$ cat src/rtl/host_avg_pkg.sv
// Shared constants and FSM state type for the host-side averager poller.
package host_avg_pkg;

  localparam int unsigned AVG_W   = 24;
  localparam int unsigned NPT_W   = 8;
  localparam int unsigned NPT_MAX = 255;

  localparam int unsigned FLAG_EMPTY = 0;
  localparam int unsigned FLAG_SAT   = 1;

  typedef enum logic [2:0] {
    StIdle,
    StCount,
    StStrobe,
    StWait,
    StLatch
  } state_e;

endpackage

$ cat src/rtl/host_avg_fifo.sv
// Synchronous show-ahead FIFO built as a shift queue; entry 0 is the registered head.
module host_avg_fifo #(
  parameter int unsigned WIDTH   = 34,
  parameter int unsigned FIFO_AW = 3
) (
  input  logic             clk,
  input  logic             rst_n,
  input  logic             push,
  input  logic [WIDTH-1:0] wdata,
  input  logic             pop,
  output logic [WIDTH-1:0] rdata,
  output logic             full,
  output logic             empty
);

  localparam int DEPTH = 2 ** FIFO_AW;

  logic [WIDTH-1:0] mem_q [DEPTH];
  logic [WIDTH-1:0] mem_d [DEPTH];
  logic [FIFO_AW:0]   cnt_q, cnt_d;
  logic [FIFO_AW-1:0] wr_idx;
  logic               do_pop, do_push;

  assign full    = (cnt_q == (FIFO_AW + 1)'(DEPTH));
  assign empty   = (cnt_q == '0);
  assign do_pop  = pop && !empty;
  // A pop in the same cycle frees a slot, so a full queue still accepts the push.
  assign do_push = push && (!full || do_pop);
  assign wr_idx  = do_pop ? cnt_q[FIFO_AW-1:0] - FIFO_AW'(1) : cnt_q[FIFO_AW-1:0];
  assign rdata   = mem_q[0];

  always_comb begin
    mem_d = mem_q;
    if (do_pop) begin
      for (int i = 0; i < DEPTH - 1; i++) begin
        mem_d[i] = mem_q[i+1];
      end
      mem_d[DEPTH-1] = '0;
    end
    if (do_push) begin
      mem_d[wr_idx] = wdata;
    end
    cnt_d = cnt_q + (FIFO_AW + 1)'(do_push) - (FIFO_AW + 1)'(do_pop);
  end

  always_ff @(posedge clk or negedge rst_n) begin
    if (!rst_n) begin
      mem_q <= '{default: '0};
      cnt_q <= '0;
    end else begin
      mem_q <= mem_d;
      cnt_q <= cnt_d;
    end
  end

endmodule

$ cat src/rtl/host_avg_poller.sv
// Periodic read-strobe poller for host_averager with classified, queued captures.
// Optional feature: HOST_AVG_POLLER_TAG_EN enables per-entry sequence tags on rec_seq.
module host_avg_poller
  import host_avg_pkg::*;
#(
  parameter int unsigned PERIOD_W = 16,
  parameter int unsigned LATENCY  = 1,
  parameter int unsigned FIFO_AW  = 3
) (
  input  logic                clk,
  input  logic                rst_n,
  input  logic                enable,
  input  logic [PERIOD_W-1:0] period,
  input  logic [31:0]         avg_word,
  output logic                read_s,
  output logic [31:0]         rec_data,
  output logic [1:0]          rec_flags,
  output logic [7:0]          rec_seq,
  output logic                rec_valid,
  input  logic                rec_ready,
  output logic [15:0]         drop_cnt,
  output logic [15:0]         sat_cnt
);

  localparam logic [PERIOD_W-1:0] LatW      = PERIOD_W'(LATENCY);
  localparam logic [PERIOD_W-1:0] MinPeriod = PERIOD_W'(4);

  state_e              state_q, state_d;
  logic [PERIOD_W-1:0] cnt_q, cnt_d, lim_q, lim_d, lim_new;
  logic                read_s_q, latch;
  logic [NPT_W-1:0]    npt;
  logic [1:0]          flags;
  logic [31:0]         cap_word;
  logic                fifo_full, fifo_empty, pop, drop;
  logic [15:0]         drop_q, sat_q;

  assign lim_new = (period < MinPeriod) ? MinPeriod - PERIOD_W'(2) : period - PERIOD_W'(2);

  // After LATCH the counter resumes at LATENCY so the strobe-to-strobe interval stays
  // exactly max(period,4) regardless of the readout latency.
  always_comb begin
    state_d = state_q;
    cnt_d   = cnt_q;
    lim_d   = lim_q;
    latch   = 1'b0;
    if (!enable) begin
      state_d = StIdle;
      cnt_d   = '0;
    end else begin
      unique case (state_q)
        StIdle: begin
          state_d = StCount;
          cnt_d   = '0;
          lim_d   = lim_new;
        end
        StCount: begin
          if (cnt_q >= lim_q) state_d = StStrobe;
          else                cnt_d   = cnt_q + PERIOD_W'(1);
        end
        StStrobe: begin
          cnt_d   = '0;
          state_d = (LATENCY > 1) ? StWait : StLatch;
        end
        StWait: begin
          if (cnt_q + PERIOD_W'(2) >= LatW) state_d = StLatch;
          else                              cnt_d   = cnt_q + PERIOD_W'(1);
        end
        StLatch: begin
          latch   = 1'b1;
          cnt_d   = LatW;
          lim_d   = lim_new;
          state_d = (LatW > lim_new) ? StStrobe : StCount;
        end
        default: state_d = StIdle;
      endcase
    end
  end

  always_ff @(posedge clk or negedge rst_n) begin
    if (!rst_n) begin
      state_q  <= StIdle;
      cnt_q    <= '0;
      lim_q    <= '0;
      read_s_q <= 1'b0;
    end else begin
      state_q  <= state_d;
      cnt_q    <= cnt_d;
      lim_q    <= lim_d;
      read_s_q <= (state_d == StStrobe);
    end
  end

  assign read_s   = read_s_q;
  assign npt      = avg_word[NPT_W-1:0];
  assign cap_word = {avg_word[NPT_W +: AVG_W], npt};
  assign flags[FLAG_EMPTY] = (npt == '0);
  assign flags[FLAG_SAT]   = (npt == NPT_W'(NPT_MAX));

  assign rec_valid = !fifo_empty;
  assign pop       = rec_valid && rec_ready;
  assign drop      = latch && fifo_full && !pop;

  always_ff @(posedge clk or negedge rst_n) begin
    if (!rst_n) begin
      drop_q <= '0;
      sat_q  <= '0;
    end else begin
      if (drop && drop_q != 16'hffff) drop_q <= drop_q + 16'd1;
      if (latch && flags[FLAG_SAT] && sat_q != 16'hffff) sat_q <= sat_q + 16'd1;
    end
  end

  assign drop_cnt = drop_q;
  assign sat_cnt  = sat_q;

`ifdef HOST_AVG_POLLER_TAG_EN
  localparam int unsigned RecW = 42;
`else
  localparam int unsigned RecW = 34;
`endif

  logic [RecW-1:0] wdata, rdata;

`ifdef HOST_AVG_POLLER_TAG_EN
  logic [7:0] seq_q;

  always_ff @(posedge clk or negedge rst_n) begin
    if (!rst_n)     seq_q <= '0;
    else if (latch) seq_q <= seq_q + 8'd1;
  end

  assign wdata   = {seq_q, flags, cap_word};
  assign rec_seq = rdata[RecW-1 -: 8];
`else
  assign wdata   = {flags, cap_word};
  assign rec_seq = '0;
`endif

  assign rec_data  = rdata[31:0];
  assign rec_flags = rdata[33:32];

  host_avg_fifo #(
    .WIDTH   (RecW),
    .FIFO_AW (FIFO_AW)
  ) u_fifo (
    .clk   (clk),
    .rst_n (rst_n),
    .push  (latch),
    .wdata (wdata),
    .pop   (pop),
    .rdata (rdata),
    .full  (fifo_full),
    .empty (fifo_empty)
  );

endmodule

$ cat config.mk
export PLATFORM = sky130hd
export DESIGN_NAME = host_avg_poller
export DESIGN_NICKNAME = d
export VERILOG_FILES = /design/src/rtl/host_avg_pkg.sv /design/src/rtl/host_avg_fifo.sv /design/src/rtl/host_avg_poller.sv
export SDC_FILE = /design/constraint.sdc
export NUM_CORES = 1
export LEC_CHECK = 0
export ABC_AREA = 1
export BUFFER_PORTS_ARGS = -buffer_cell sky130_fd_sc_hd__buf_2
export CORE_MARGIN = 3
export CORE_UTILIZATION = 30
export CTS_CLUSTER_SIZE = 25
export DETAILED_ROUTE_END_ITERATION = 8
export GPL_TIMING_DRIVEN = 0
export HOLD_SLACK_MARGIN = 0.02
export SLEW_MARGIN = 30
export SYNTH_ARGS = -nofsm -noshare
export SYNTH_HDL_FRONTEND = slang
export SYNTH_SLANG_ARGS = --single-unit
export TNS_END_PERCENT = 30
$ cat constraint.sdc
create_clock -name clk -period 2.7 [get_ports clk]
set_input_delay 0.405 -clock clk [delete_from_list [all_inputs] [get_ports clk]]
set_output_delay 0.405 -clock clk [all_outputs]
set_load 0.02 [all_outputs]
==> results.tsv <==
metric	value	unit
switch share	0.2789	
P per Cell Area	596.8	nW/um^2
initial antenna violation count	6	
Pleak	9.761	nW
Worst path max stage delay	420	ps
Avg Vias per Cell	4.707	
VDD IR max	384.2	uV
Arr. time, crit path	3060	ps
DRT antenna net count	0	
Slowest-stage cell, CP	dfrtp_1	
max_cap viols	0	
placement row count	87	
Worst-path clk slew	60	ps
H-tree depth	2	
Worst Setup Start Kind	flop	
status	finished clean	
Slew @ Worst Pin	684.2	ps
final-report hold violation count	0	
first-pass iteration count of the detailed router	5	
layout cells sized above 1	0.1405	
final WL	46.87	mm
Sequential Power Share	0.431	
Die H	247.6	um
Critical Path RT	3120	ps
met3 wire len	2.187	mm
Crit. End Element	flop	
Seq cells post-synth	344	
Critical Path Most Common Cell	inv_2	
critical path class	flop to flop	
largest net degree at the start of global routing	78	
Psw	3.421	mW
EDFF count, synth	0	
root buf cell	clkbuf_16	
Die Wd	247.6	um
met2 WL	22.32	mm
Iter 0 DRT Violations	948	
CP Cell Sequence	inv_2 > ha_1 > nand2_2 > nand2_4 > inv_4 > clkbuf_8 > ha_4 > inv_1 > nor2_4 > inv_2 > nor2_4 > inv_2 > clkbuf_2 > nor2_1 > a31oi_2	
gr usage total	0.1530	
Layout Cell Area excl Fill	20550	sq um
TritonCTS clock tree	built	
vias	14800	
final setup fails	0	
Clock Tree Buf Depth	3	
nets	2436	
Clk network pwr share	0.434	
sequential element share of the synthesized area	0.4914	
Remaining DRCs	0	
Tmin final	2634	ps
most used flip-flop cell after synthesis	dfrtp_1	
slew margin rel.	0.5405	
Synth warnings	0	
Worst Hold Class	primary input to flop	
Sink Count	344	
Critical Path Fanout Max	10	
mean post-synth cell area	7.930	sq um
number of global-route vias before repair	14540	
DIE AREA	61330	sq um
Layout area overhead	17.33	%
routed length per placed instance	14.91	um
final setup skew	17.14	ps
power share of the combinational group	0.135	
synthesized cell area	17520	sq um
Mapped Cells	2209	
Max Fclk	379.7	MHz
dpl hpwl	36.25	mm
Initial Util	0.3071	
clock latency on the worst-skew pair	550	ps
max layer used	met5	
Layout Utilization	0.3604	
routability cong.	0.8517	
CTS buffer count	40	
GR Overflow Total	0	
Core ar.	57040	sq um
I/O Buffers	86	
Slew Viols, Final	0	
first-pass GRT wire length	76.71	mm
met1 wire length	21.45	mm
Cell Area, Placed	19070	sq um
final period utilization	0.9755	
I/O pin count	128	
RSZ-0062 raised after global routing	yes	
Int Pwr	8.846	mW
ys async rst share	1.000	
Distinct cells, synth	45	
power groups by stage:
| stage | logic (mW) | registers (mW) | clock network [mW] |
|---|---|---|---|
| 3_5_place_dp | 1.53 | 5.38 | 0 |
| 5_1_grt | 1.89 | 5.29 | 5.68 |
| 4_1_cts | 1.62 | 5.28 | 5.46 |
| 6_report | 1.66 | 5.28 | 5.33 |
| 3_3_place_gp | 1.47 | 5.38 | 0 |
| 2_1_floorplan | 0.969 | 5.36 | 0 |
critical path, delay by kind of cell, from the launching register on:
kind / cells / cell delay [ps]
flip-flops: 1 / 420
buffers and inverters: 7 / 800
AND/OR/NAND/NOR: 5 / 750
AO/OA/AOI/OAI: 1 / 70
adder cells (fa/ha/maj): 2 / 450
cell usage after synthesis, types with 20 or more instances:
library cell | n | area share
nor2_1 | 329 | 0.070
clkbuf_2 | 24 | 0.0069
nand4_1 | 20 | 0.0071
dfrtp_1 | 344 | 0.49
buf_4 | 52 | 0.022
a31oi_1 | 236 | 0.084
o21ai_0 | 40 | 0.011
nand2_1 | 667 | 0.14
xor2_1 | 26 | 0.013
nand3_1 | 122 | 0.035
clkbuf_1 | 88 | 0.019
inv_1 | 96 | 0.021
ha_1 | 29 | 0.021
cells in the final DEF (no fill, tap or decap), types with 10 or more instances in the layout:
| cell type | instances |
|---|---|
| xor2_1 | 26 |
| clkbuf_2 | 40 |
| clkbuf_16 | 41 |
| inv_1 | 92 |
| buf_4 | 60 |
| nor2_1 | 324 |
| nand4_1 | 20 |
| clkbuf_8 | 10 |
| inv_2 | 16 |
| dfrtp_1 | 343 |
| clkbuf_1 | 84 |
| o21ai_0 | 39 |
| xnor2_1 | 16 |
| nand3_1 | 122 |
| buf_6 | 10 |
| buf_2 | 99 |
| a21oi_1 | 18 |
| ha_1 | 26 |
| nand2_1 | 666 |
| a31oi_1 | 234 |
kinds of logic (layout without fill, tap and decap cells):
group                      after synthesis  in the layout  synth area share
AOI/OAI and AO/OA                      307            307            0.1061
xor gates and xnor gates                43             43           0.02193
adders and majority gates               30             30           0.02186
buffers and inverters                  306            475           0.08428
DFF                                    344            344            0.4914
other                                    1             11         0.0002141
and+or+nand+nor                       1178           1178            0.2742
final cells by class:
cell class,count,area [sq um]
Fill cell,6015,36490
Multi-Input combinational cell,1566,7553
Inverter,110,420.4
Timing Repair Buffer,97,625.6
Buffer,195,1099
Antenna cell,3,7.507
Sequential cell,344,8610
Tap cell,756,945.9
Clock buffer,65,1206
Clock inverter,8,87.58
through the flow:
step	instances	total power, mW	setup TNS, ps	setup slack, ps	hold slack (ps)
2_1_floorplan	2216	6.334	0	166.0	109.4
3_3_place_gp	3058	6.843	-1983070	-5318	474.2
3_5_place_dp	3063	6.911	-178820	-895.0	315.0
4_1_cts	3139	12.35	0	14.58	61.42
5_1_grt	3141	12.85	-26.42	-26.42	85.94
6_report	3144	12.27	0	66.14	95.26
per-layer routing:
layer,vias to the layer above,global-route usage
met1,6933,0.2019
met3,60,0.02874
met4,6,0.03759
met2,310,0.2593
met5,-,0
li1,7489,-
final timing paths:
| check | from | end | slack [ps] | cells after the start |
|---|---|---|---|---|
| min in group asynchronous | rst_n | u_fifo.rdata[13]$_DFF_PN0_ | 320 | 2 |
| min reg2reg | lim_q[8]$_DFFE_PN0P_ | lim_q[8]$_DFFE_PN0P_ | 490 | 2 |
| max in group asynchronous | rst_n | drop_cnt[5]$_DFFE_PN0P_ | 990 | 5 |
| max | u_fifo.cnt_q[2]$_DFF_PN0_ | u_fifo.rdata[15]$_DFF_PN0_ | 70 | 15 |
| min | enable | read_s$_DFF_PN0_ | 100 | 2 |
| max reg2reg | u_fifo.cnt_q[2]$_DFF_PN0_ | u_fifo.rdata[15]$_DFF_PN0_ | 70 | 15 |
sequential cells by signal, summed over array words and instances, names as in the netlist:
signal	cells
u_fifo.mem_q	238
u_fifo.cnt_q	4
state_q	3
u_fifo.rdata	34
read_s	1
drop_cnt	16
sat_cnt	16
lim_q	16
cnt_q	16
what timing repair did:
item	in CTS	in global routing
resized for setup	27	35
setup endpoints to repair	275	200
buffers inserted	3	2
hold buffers	1	0
endpoints found under the hold margin	44	0
pin swaps	2	1
Power figures use the tool's default switching activity.
